==> src/rtl/fetch_unit.sv <==
// Instruction-fetch initiator: owns the PC, drives the instruction-memory word address
// and buffers {pc, instr} pairs in a 2-entry queue presented to decode over valid/ready.
module fetch_unit #(
    parameter logic [31:0] RESET_PC = 32'h0000_0000,
    parameter int unsigned ADDR_W   = 7
) (
    input  logic              clk,
    input  logic              reset,
    output logic [ADDR_W-1:0] imem_addr,
    input  logic [31:0]       imem_instr,
    input  logic              redirect_valid,
    input  logic [31:0]       redirect_pc,
    output logic              out_valid,
    input  logic              out_ready,
    output logic [31:0]       out_instr,
    output logic [31:0]       out_pc,
    output logic              misalign_err
);

    logic [31:0] pc;
    logic [31:0] q_pc    [2];
    logic [31:0] q_instr [2];
    logic        head;
    logic [1:0]  count;
    logic        tail;
    logic        pop;
    logic        push;

    assign imem_addr = pc[ADDR_W+1:2];
    assign out_valid = (count != 2'd0);
    assign out_instr = q_instr[head];
    assign out_pc    = q_pc[head];

    // Tail slot is head+count mod 2; when full it aliases the head slot, which is
    // safe only because a push at full implies the head is popped that same edge.
    assign tail = head ^ count[0];
    assign pop  = out_valid & out_ready;
    assign push = !redirect_valid & ((count != 2'd2) | pop);

    always_ff @(posedge clk) begin
        if (reset) begin
            pc           <= RESET_PC;
            count        <= '0;
            head         <= 1'b0;
            misalign_err <= 1'b0;
            for (int unsigned i = 0; i < 2; i++) begin
                q_pc[i]    <= '0;
                q_instr[i] <= '0;
            end
        end else if (redirect_valid) begin
            pc    <= {redirect_pc[31:2], 2'b00};
            count <= '0;
            if (redirect_pc[1:0] != 2'b00)
                misalign_err <= 1'b1;
        end else begin
            if (push) begin
                q_pc[tail]    <= pc;
                q_instr[tail] <= imem_instr;
                pc            <= pc + 32'd4;
            end
            if (pop)
                head <= ~head;
            if (push && !pop)
                count <= count + 2'd1;
            else if (pop && !push)
                count <= count - 2'd1;
        end
    end

endmodule
==> config.mk <==
export PLATFORM = sky130hd
export DESIGN_NAME = fetch_unit
export DESIGN_NICKNAME = d
export VERILOG_FILES = /design/src/rtl/fetch_unit.sv
export SDC_FILE = /design/constraint.sdc
export NUM_CORES = 1
export LEC_CHECK = 0
export BUFFER_PORTS_ARGS = -buffer_cell sky130_fd_sc_hd__buf_2
export CAP_MARGIN = 10
export CORE_MARGIN = 8
export CORE_UTILIZATION = 34
export CTS_CLUSTER_DIAMETER = 200
export DETAILED_ROUTE_END_ITERATION = 6
export PLACE_DENSITY = 0.54
export SLEW_MARGIN = 10
export SYNTH_ARGS = -nofsm -noshare
export SYNTH_HDL_FRONTEND = slang
export SYNTH_SLANG_ARGS = --single-unit
==> constraint.sdc <==
create_clock -name clk -period 12.76 [get_ports clk]
set_clock_uncertainty 0.2 [all_clocks]
set_input_delay 2.552 -clock clk [delete_from_list [all_inputs] [get_ports clk]]
set_output_delay 2.552 -clock clk [all_outputs]
set_load 0.02 [all_outputs]
# After elaboration in Yosys (flattened, before gate mapping)
# Memory sizes are Yosys's and may differ from the RTL's. A register that Yosys moved wholly into a read port is not among the register bits.
# Cells that the tools add are included.
[totals]
register_bits = 36
mem_bits_rw = 128
in_bits = 68
output_inout_bits = 73
word_cells = 51
n_memories = 2
[mem_list]
columns = ["name", "depth", "word_bits", "rd", "rd_clocked_by_memory_dff", "wr", "line", "rtl"]
rows = [
  ["q_instr", 2, 32, 1, 1, 2, "22", "logic [31:0] q_instr [2];"],
  ["q_pc", 2, 32, 1, 1, 2, "21", "logic [31:0] q_pc [2];"],
]
[op_classes]
add_sub_neg = 3
n_eq_ne = 1
mux = 20
bitwise = 6
reduce_logical = 14
[ops]
columns = ["operator", "n"]
rows = [
  ["$mux W32", 4],
  ["$reduce_or A32 Y1", 2],
  ["$add A32 B3 Y32 const B", 1],
  ["$mux W1", 14],
  ["$reduce_bool A2 Y1", 4],
  ["$mux W2", 2],
  ["$reduce_and A2 Y1", 2],
  ["$logic_not A1 Y1", 3],
  ["$add A2 B1 Y2 const B", 1],
  ["$and A1 B1 Y1", 2],
  ["$logic_and A1 B1 Y1", 2],
  ["$ne A2 B2 Y1 const B", 1],
  ["$not A1 Y1", 2],
  ["$reduce_or A2 Y1", 1],
  ["$sub A2 B1 Y2 const B", 1],
  ["$or A1 B1 Y1", 1],
  ["$xor A1 B1 Y1", 1],
]

# Longest topological paths before layout
# Gate-level depths: netlist (run 1).
[depth]
word_depth = 10
depth_mapped = 8
ltp_nobuf = 6

# Worst setup path after synthesis (run 1)
# No wires, ideal clock.
[synth_path]
path_kind = "in2reg"
startpoint = "in redirect_valid"
endpoint = "mem q_instr[0][0], enable pin"
arrival_time_ps = 7400
path_slack_ps = 4593
path_stages = 4
n_path_buf = 1
cell_sequence = "clkbuf_1 > inv_1 > nand3_1 > o21ai_0"
[synth_lines]
columns = ["element", "line", "rtl"]
rows = [
  ["start: declaration", "11", "input logic redirect_valid,"],
  ["end: declaration", "22", ""],
]

==> key figures, run 1 <==
Worst setup path
  • Slowest cell on the critical path: buf_4
  • Crit path capture type: register
  • Top fanout value on the critical path: 62
  • Worst path max stage delay: 0.68 ns
  • Crit-path cells: buf_2 > inv_1 > nand3_1 > o21ai_4 > buf_4
  • Crit path arrival time: 4.90 ns
  • CP bufs+invs: 3
  • CP top delay family: buffers and inverters
  • Worst endpoint required time: 12.60 ns
  • RR Startpoint: count[0]$_SDFFE_PP0P_
  • Startpoint type of the worst setup path: input pin
  • Reg-to-reg critical path endpoint: q_pc[0][28]$_SDFFCE_PN0P_
  • R2r setup slk: 9.26 ns
  • R2R cell count: 4
  • Setup Crit Path Kind: in -> reg

Detailed routing
  • DRT iter0 DRCs: 547
  • DR WL/cell: 19.4 µm
  • Metal-1 WL: 9000 µm
  • Metal3 WL: 1240 µm
  • DR vias: 5402
  • Final WL: 19800 µm
  • Top Layer Used: met4
  • DRC viols: 0
  • Met2 wire length: 9290 µm
  • First-pass DRT Iterations: 6
  • Vias/cell: 5.29
  • Routed Antenna Nets: 0

Synthesis
  • Synth top area share: 49.2%
  • Largest family of logic cells by synthesized area: simple AND/OR/NAND/NOR gates
  • Mapped Cells: 627
  • Synth Area in Simple Gates: 19.1%
  • Compound-cell area share of the yosys netlist: 6.58%
  • Cell taking the most area after synthesis: edfxtp_1
  • Distinct cells, synth: 57
  • Post-synth EDFFs: 124
  • Xor/xnor share of the synthesized area: 1.50%
  • Post-synthesis sequential area ratio: 58.4%
  • Warnings, synthesis: 0
  • Mapped cell area: 0.00757 mm²
  • Proportion of synthesized area in mux cells: 9.22%
  • Top post-synthesis cells by area: edfxtp_1 49%, dfxtp_1 9.3%, mux2_2 9.2%
  • Synth Flop Type: edfxtp_1
  • Async SR Flop Fraction: 0%
  • Mapped Avg Cell Area: 12.1 µm²
  • Synth Register Bits: 159
  • Adder-cell area share of the yosys netlist: 0.330%

CTS
  • Worst-Skew Late Latency: 0.43 ns
  • Reg clk slew, reported paths: 0.07 ns
  • Post-CTS setup buffers: 0
  • Num CTS Buffers: 17
  • TritonCTS clock tree: built
  • Resize count post-CTS: 0
  • Root buffer cell: clkbuf_16
  • # hold bufs at CTS: 0
  • CTS sink cnt: 159
  • Htree depth: 4
  • Clk buf depth: 2

Timing
  • Slew HR: 23.5%
  • WHS: 0.252 ns
  • RSZ-0062 raised after global routing: no
  • Setup violations, final: 0
  • Setup TNS: 0 ns
  • Least-Margin Pin Slew: 1.14 ns
  • Final min period: 5.06 ns
  • Period utilization: 39.6%
  • Final hold violation count: 0
  • Final slew viol count: 0
  • Max Freq: 0.198 GHz

Global route
  • Vias in the first global route: 5557
  • Total track usage: 14.6%
  • Total gr overflow: 0
  • Antenna violations before repair: 0
  • First-pass GRT wire length: 30800 µm
  • Largest net degree at the start of global routing: 121

Cells and area
  • Reg area: 0.00443 mm²
  • Most frequent cells in the layout: 138 x buf_2, 124 x edfxtp_1, 111 x and3_1
  • Share of layout cells above drive strength 1: 34.7%
  • Fillers: 2075
  • Area occupied by multi-input gates: 0.00285 mm²
  • Final Core Density: 41.5%
  • Diodes inserted: 0
  • Area grow syn2layout: 19.6%
  • Nets: 798
  • Commonest non-fill, non-tap cell in the layout: buf_2

Worst hold path
  • Worst hold stages: 2
  • HP Class: reg -> reg
  • Hold worst-path end: misalign_err$_SDFFE_PP0P_
  • Min-delay src: misalign_err$_SDFFE_PP0P_

Placement
  • # port buffers: 138
  • Final HPWL DP: 12600 µm
  • Routability Congestion: 0.865

Pwr
  • Leak: 3.83 nW
  • Max VDD drop: 0.0755 mV
  • Cell Pwr Density: 145 mW/mm²

Floorplanning
  • FP Rows: 54
  • Die boundary width: 165 µm
  • Starting density of the core: 34.7%
  • Total I/O pin count: 141
  • DIE HEIGHT: 165 µm
  • Core Region: 0.0218 mm²
  • Die ar.: 0.0273 mm²

Run status
  • Status: finished, final reports clean

Flow run
  • Max Cap Violations: 0
## layer usage
metal	GRT usage, %	up-vias
met5	0	-
met4	4.30	0
met3	3.54	17
met2	23.1	166
met1	19.6	2637
li1	-	2582
## tightest hold or removal path, cell delays in order (launching register included)
cell and delay, ns:
dfxtp_1 0.31, inv_1 0.05, a21oi_1 0.05
## kinds of logic after synthesis
logic type,count (synthesis)
fa+ha+maj,2
simple gates,244
xor+xnor,13
mux,62
compound gates,68
flops,159
buf+inv,78
other cells,1
## power breakdown
group	leakage [nW]	switching, mW	internal, mW
clock	0.304	0.218	0.315
sequential	1.59	0.0205	0.596
combinational	1.93	0.108	0.0588
## how the worst max path moves through the flow
stage / from / endpoint / slack [ns] / cells past startpoint
2_1_floorplan: redirect_valid / q_instr[0][0]$_SDFFCE_PN0P_ / 4.59 / 4
3_3_place_gp: reset / q_pc[0][10]$_SDFFCE_PN0P_ / 7.36 / 5
3_5_place_dp: reset / q_instr[0][15]$_SDFFCE_PN0P_ / 7.26 / 5
4_1_cts: reset / q_pc[0][8]$_SDFFCE_PN0P_ / 7.72 / 5
5_1_grt: reset / q_instr[0][28]$_SDFFCE_PN0P_ / 7.53 / 5
6_report: reset / q_pc[0][28]$_SDFFCE_PN0P_ / 7.70 / 5
## cell type report
cell class	count	share of cell area (%)
multi-input cells	391	31.5
well taps	280	3.87
inverters	13	0.539
clock inverters	15	2.25
repair buffers	146	8.29
clock buffers	17	4.70
flip-flops and latches	159	48.9
## metrics by stage
stage          area [µm²]  power, mW  setup WS [ns]  instances
6_report             9050       1.32           7.70       1021
5_1_grt              9050       1.37           7.53       1021
4_1_cts              9050       1.33           7.72       1021
3_5_place_dp         8430      0.797           7.26        989
3_3_place_gp         8430      0.793           7.36        989
2_1_floorplan        7580      0.736           4.59        628
## synth_stat cells, drive strengths merged, types with 8 or more instances
cell type,number
nand4,17
and3,113
edfxtp,124
nor3,17
mux2,62
a21oi,10
dfxtp,35
inv,13
nand2,25
nor4,10
o21ai,11
a211oi,12
buf,19
nor2,21
xor2,8
and4,8
clkbuf,45
nand3,11
## sequential cells by signal, summed over array words and instances (netlist names), named ones only
register,count
pc,30
count,2
head,1
misalign_err,1
q_instr,64
q_pc,60
(Power assumes the default switching activity.)
==> run 2, diff against run 1 <==
- clock period: 12.76 -> 5 ns (I/O delays scaled with it)
==> run 2 against run 1 <==
Net effect: count of clock-buffer cells in the layout up 2; clock power up 150%; register-to-register slack worse by 7.5 ns; final area about the same; core utilization about the same; wire length about the same; flip-flop and latch count unchanged; die area unchanged; combinational power rose to 2.5 times the previous value; sequential power rose to 2.6 times the previous value; sequential share of layout area about the same.
==> key figures, run 2 (synthesis results as in run 1) <==
Cells and area
  • Area grow syn2layout: 19.5%
  • Most frequent cells in the layout: 138 x buf_2, 124 x edfxtp_1, 111 x and3_1
  • Diodes inserted: 0
  • Commonest non-fill, non-tap cell in the layout: buf_2
  • Top flop regs: q_instr (64), q_pc (60), pc (30)
  • Max reg flops: 64
  • Most flop-heavy register: q_instr
  • Share of layout cells above drive strength 1: 34.1%
  • Fillers: 2107
  • Design Area, Final: 0.00905 mm²
  • Nets: 799

Placement
  • Final HPWL DP: 12900 µm
  • # port buffers: 138
  • DP Area: 0.00845 mm²
  • Pre-CTS setup slack: 0.988 ns
  • Routability Congestion: 0.819

Floorplanning
  • DIE HEIGHT: 165 µm
  • FP Rows: 54
  • Die boundary width: 165 µm
  • Starting density of the core: 34.7%
  • Core Region: 0.0218 mm²
  • Die ar.: 0.0273 mm²
  • Total I/O pin count: 141

Detailed routing
  • DRC viols: 0
  • Final WL: 19800 µm
  • DR WL/cell: 19.4 µm
  • DRT iter0 DRCs: 428
  • DR vias: 5375
  • First-pass DRT Iterations: 5
  • Routed Antenna Nets: 0
  • Vias/cell: 5.26

CTS
  • Num CTS Buffers: 17
  • Reg clk slew, reported paths: 0.06 ns
  • CTS sink cnt: 159
  • Root buffer cell: clkbuf_16
  • Htree depth: 4
  • # hold bufs at CTS: 0
  • Clk buf depth: 2
  • TritonCTS clock tree: built
  • Worst-Skew Late Latency: 0.42 ns
  • Post-CTS setup buffers: 0
  • Resize count post-CTS: 0

Global route
  • Met3 Usage GRT: 3.69%
  • Total gr overflow: 0
  • GR Util met2: 22.8%
  • Largest net degree at the start of global routing: 114
  • Grt peak-use layer: met2
  • M1 GR Usage: 19.3%
  • Vias in the first global route: 5305
  • Antenna violations before repair: 0
  • Total track usage: 14.4%
  • First-pass GRT wire length: 30200 µm

Worst setup path
  • Crit-path cells: buf_2 > inv_1 > nand3_1 > o21ai_4 > buf_12
  • Crit path capture type: register
  • Worst endpoint required time: 4.90 ns
  • Slowest cell on the critical path: o21ai_4
  • CP top delay family: buffers and inverters
  • Worst path max stage delay: 0.81 ns
  • Top fanout value on the critical path: 43
  • Setup Crit Path Kind: in -> reg
  • Startpoint type of the worst setup path: input pin
  • Crit path arrival time: 3.46 ns
  • CP bufs+invs: 3

Timing
  • Period utilization: 71.4%
  • Final min period: 3.57 ns
  • Slew HR: 32.6%
  • Final slew viol count: 0
  • Max Freq: 0.280 GHz
  • Setup violations, final: 0
  • Least-Margin Pin Slew: 1.00 ns
  • Post-route setup slack: 1.43 ns
  • Final hold violation count: 0
  • RSZ-0062 raised after global routing: no

Run status
  • Status: finished, final reports clean

Pwr
  • Cell Pwr Density: 368 mW/mm²
  • Total chip power: 3.33 mW
  • Leak: 3.82 nW
  • Max VDD drop: 0.177 mV

Flow run
  • Max Cap Violations: 0

Worst hold path
  • HP Class: reg -> reg
run 2: routing by layer:
metal	wire [µm]	vias to the layer above
met5	0	-
met2	9240	180
met1	9010	2582
li1	-	2598
met3	1350	15
met4	180	0
run 2: final timing paths:
path | startpoint | to | slack, ns | cells past startpoint
max reg2reg | count[0]$_SDFFE_PP0P_ | q_pc[0][5]$_SDFFCE_PN0P_ | 1.73 | 5
min reg2reg | misalign_err$_SDFFE_PP0P_ | misalign_err$_SDFFE_PP0P_ | 0.25 | 2
max | reset | q_pc[0][5]$_SDFFCE_PN0P_ | 1.43 | 5
min | misalign_err$_SDFFE_PP0P_ | misalign_err$_SDFFE_PP0P_ | 0.25 | 2
run 2: final cells by class:
type	count	area (µm²)	area share (%)
flip-flops and latches	159	4430	48.9
multi-input cells	391	2850	31.5
repair buffers	147	771	8.52
clock buffers	19	433	4.78
well taps	280	350	3.87
clock inverters	12	169	1.87
inverters	13	48.8	0.539
run 2: per-stage QoR:
step	instances	hold slack [ns]	TNS, ns	util [%]
6_report	1021	0.246	0	41.5
5_1_grt	1021	0.290	0	41.5
4_1_cts	1021	0.257	0	41.5
3_5_place_dp	990	0.248	0	38.7
3_3_place_gp	990	0.236	0	38.7
2_1_floorplan	628	0.269	-200.29	-
run 2: power breakdown:
group | internal (mW) | total [mW] | switching [mW]
Sequential | 1.52 | 1.58 | 0.0558
Combinational | 0.152 | 0.422 | 0.271
Clock | 0.828 | 1.33 | 0.505
Total | 2.50 | 3.33 | 0.832
run 2: worst register-to-register path: stages (launching register included):
cell,delay [ns]
dfxtp_1,0.62
or3b_1,0.19
buf_4,0.22
nand3_1,0.55
o21ai_4,0.81
buf_12,0.35
==> run 3, diff against run 2 <==
- PLACE_DENSITY: 0.54 -> 0.56
- clock period: 5 -> 3.03 ns (I/O delays scaled with it)
==> run 3 against run 2 <==
Net effect: clock power increased by 53%; flip-flop and latch count unchanged; total power up 61%; critical endpoint is now out_pc[24].
==> key figures, run 3 (synthesis results as in run 1) <==
Run status
  • Status: finished, final reports clean

Placement
  • # port buffers: 138
  • Routability Congestion: 0.826
  • DP Area: 0.00854 mm²
  • Final HPWL DP: 13100 µm

Timing
  • Final min period: 2.50 ns
  • Final slew viol count: 0
  • Slew HR: 48.2%
  • Max Freq: 0.400 GHz
  • Least-Margin Pin Slew: 0.770 ns
  • Final hold violation count: 0
  • Period utilization: 82.4%
  • Setup violations, final: 0
  • RSZ-0062 raised after global routing: no

Detailed routing
  • Vias/cell: 5.39
  • DRT iter0 DRCs: 474
  • DRC viols: 0
  • DR vias: 5543
  • Final WL: 19700 µm
  • Routed Antenna Nets: 0
  • First-pass DRT Iterations: 5
  • DR WL/cell: 19.1 µm

Worst setup path
  • Crit path arrival time: 1.69 ns
  • Setup Crit Path Kind: reg -> out
  • Crit path capture type: output port
  • Startpoint type of the worst setup path: register
  • R2R cell count: 5
  • R2r setup slk: 0.63 ns
  • Worst endpoint required time: 2.22 ns
  • Top fanout value on the critical path: 62
  • RR Startpoint: count[0]$_SDFFE_PP0P_

Cells and area
  • Most flop-heavy register: q_instr
  • Diodes inserted: 0
  • Most frequent cells in the layout: 138 x buf_2, 124 x edfxtp_1, 111 x and3_1
  • Commonest non-fill, non-tap cell in the layout: buf_2
  • Final Core Density: 41.7%
  • Top flop regs: q_instr (64), q_pc (60), pc (30)
  • Area grow syn2layout: 20.1%
  • Nets: 806
  • Design Area, Final: 0.00910 mm²
  • Share of layout cells above drive strength 1: 35.2%
  • Max reg flops: 64

CTS
  • Htree depth: 4
  • CTS sink cnt: 159
  • Resize count post-CTS: 0
  • Root buffer cell: clkbuf_16
  • Post-CTS setup buffers: 0
  • Num CTS Buffers: 17
  • TritonCTS clock tree: built
  • # hold bufs at CTS: 0
  • Reg clk slew, reported paths: 0.06 ns
  • Worst-Skew Late Latency: 0.43 ns
  • Clk buf depth: 2

Pwr
  • Cell Pwr Density: 589 mW/mm²
  • Max VDD drop: 0.409 mV
  • Leak: 3.85 nW

Floorplanning
  • Die ar.: 0.0273 mm²
  • Core Region: 0.0218 mm²
  • Die boundary width: 165 µm
  • Total I/O pin count: 141
  • DIE HEIGHT: 165 µm
  • FP Rows: 54
  • Starting density of the core: 34.7%

Worst hold path
  • Min-delay src: redirect_pc[2]
  • HP Class: in -> reg
  • Worst hold stages: 3

Global route
  • Vias in the first global route: 5623
  • Total gr overflow: 0
  • Largest net degree at the start of global routing: 121
  • First-pass GRT wire length: 30200 µm
  • Total track usage: 14.4%
  • Antenna violations before repair: 0

Flow run
  • Max Cap Violations: 0
-- run 3: cell type report --
cell class / instances / area [µm²]
clock buffer: 18 / 429
clock inverter: 14 / 133
fill: 2104 / 12700
inverter: 13 / 48.8
multi-input combinational: 391 / 2850
sequential: 159 / 4430
tap: 280 / 350
timing repair buffer: 154 / 861
-- run 3: final timing paths --
| check | endpoint |
|---|---|
| worst max-delay path | out_pc[24] |
| worst min-delay path | pc[2]$_SDFFE_PP0P_ |
| worst max register to register | pc[25]$_SDFFE_PP0P_ |
| worst min register to register | misalign_err$_SDFFE_PP0P_ |
-- run 3: critical path, stage by stage (launching register included) --
cell and delay (ns):
dfxtp_2 0.34, buf_12 0.29, mux2_2 0.40, buf_2 0.16
-- run 3: per-stage QoR --
stage | setup WS [ns] | setup TNS, ns | total power, mW | hold slack (ns) | cells
floorplan | -0.379 | -47.06 | 3.09 | 0.269 | 628
finish | 0.533 | 0 | 5.36 | 0.243 | 1029
detailed placement | 0.444 | 0 | 3.37 | 0.240 | 997
CTS | 0.504 | 0 | 5.41 | 0.220 | 1029
global route | 0.467 | 0 | 5.57 | 0.234 | 1029
global placement | 0.533 | 0 | 3.35 | 0.234 | 997
-- run 3: where the power goes --
group          total [mW]  internal, mW  switching [mW]
clock network        2.04          1.14           0.899
logic               0.720         0.262           0.458
registers            2.60          2.51          0.0856
total                5.36          3.91            1.44
-- run 3: metal layers --
| metal | global-route usage [%] | part of all wire [%] | up-vias |
|---|---|---|---|
| met5 | 0 | 0 | - |
| met3 | 3.62 | 7.1 | 18 |
| met2 | 23.9 | 48 | 211 |
| met4 | 4.38 | 1.0 | 0 |
| met1 | 18.2 | 44 | 2698 |
| li1 | - | - | 2616 |
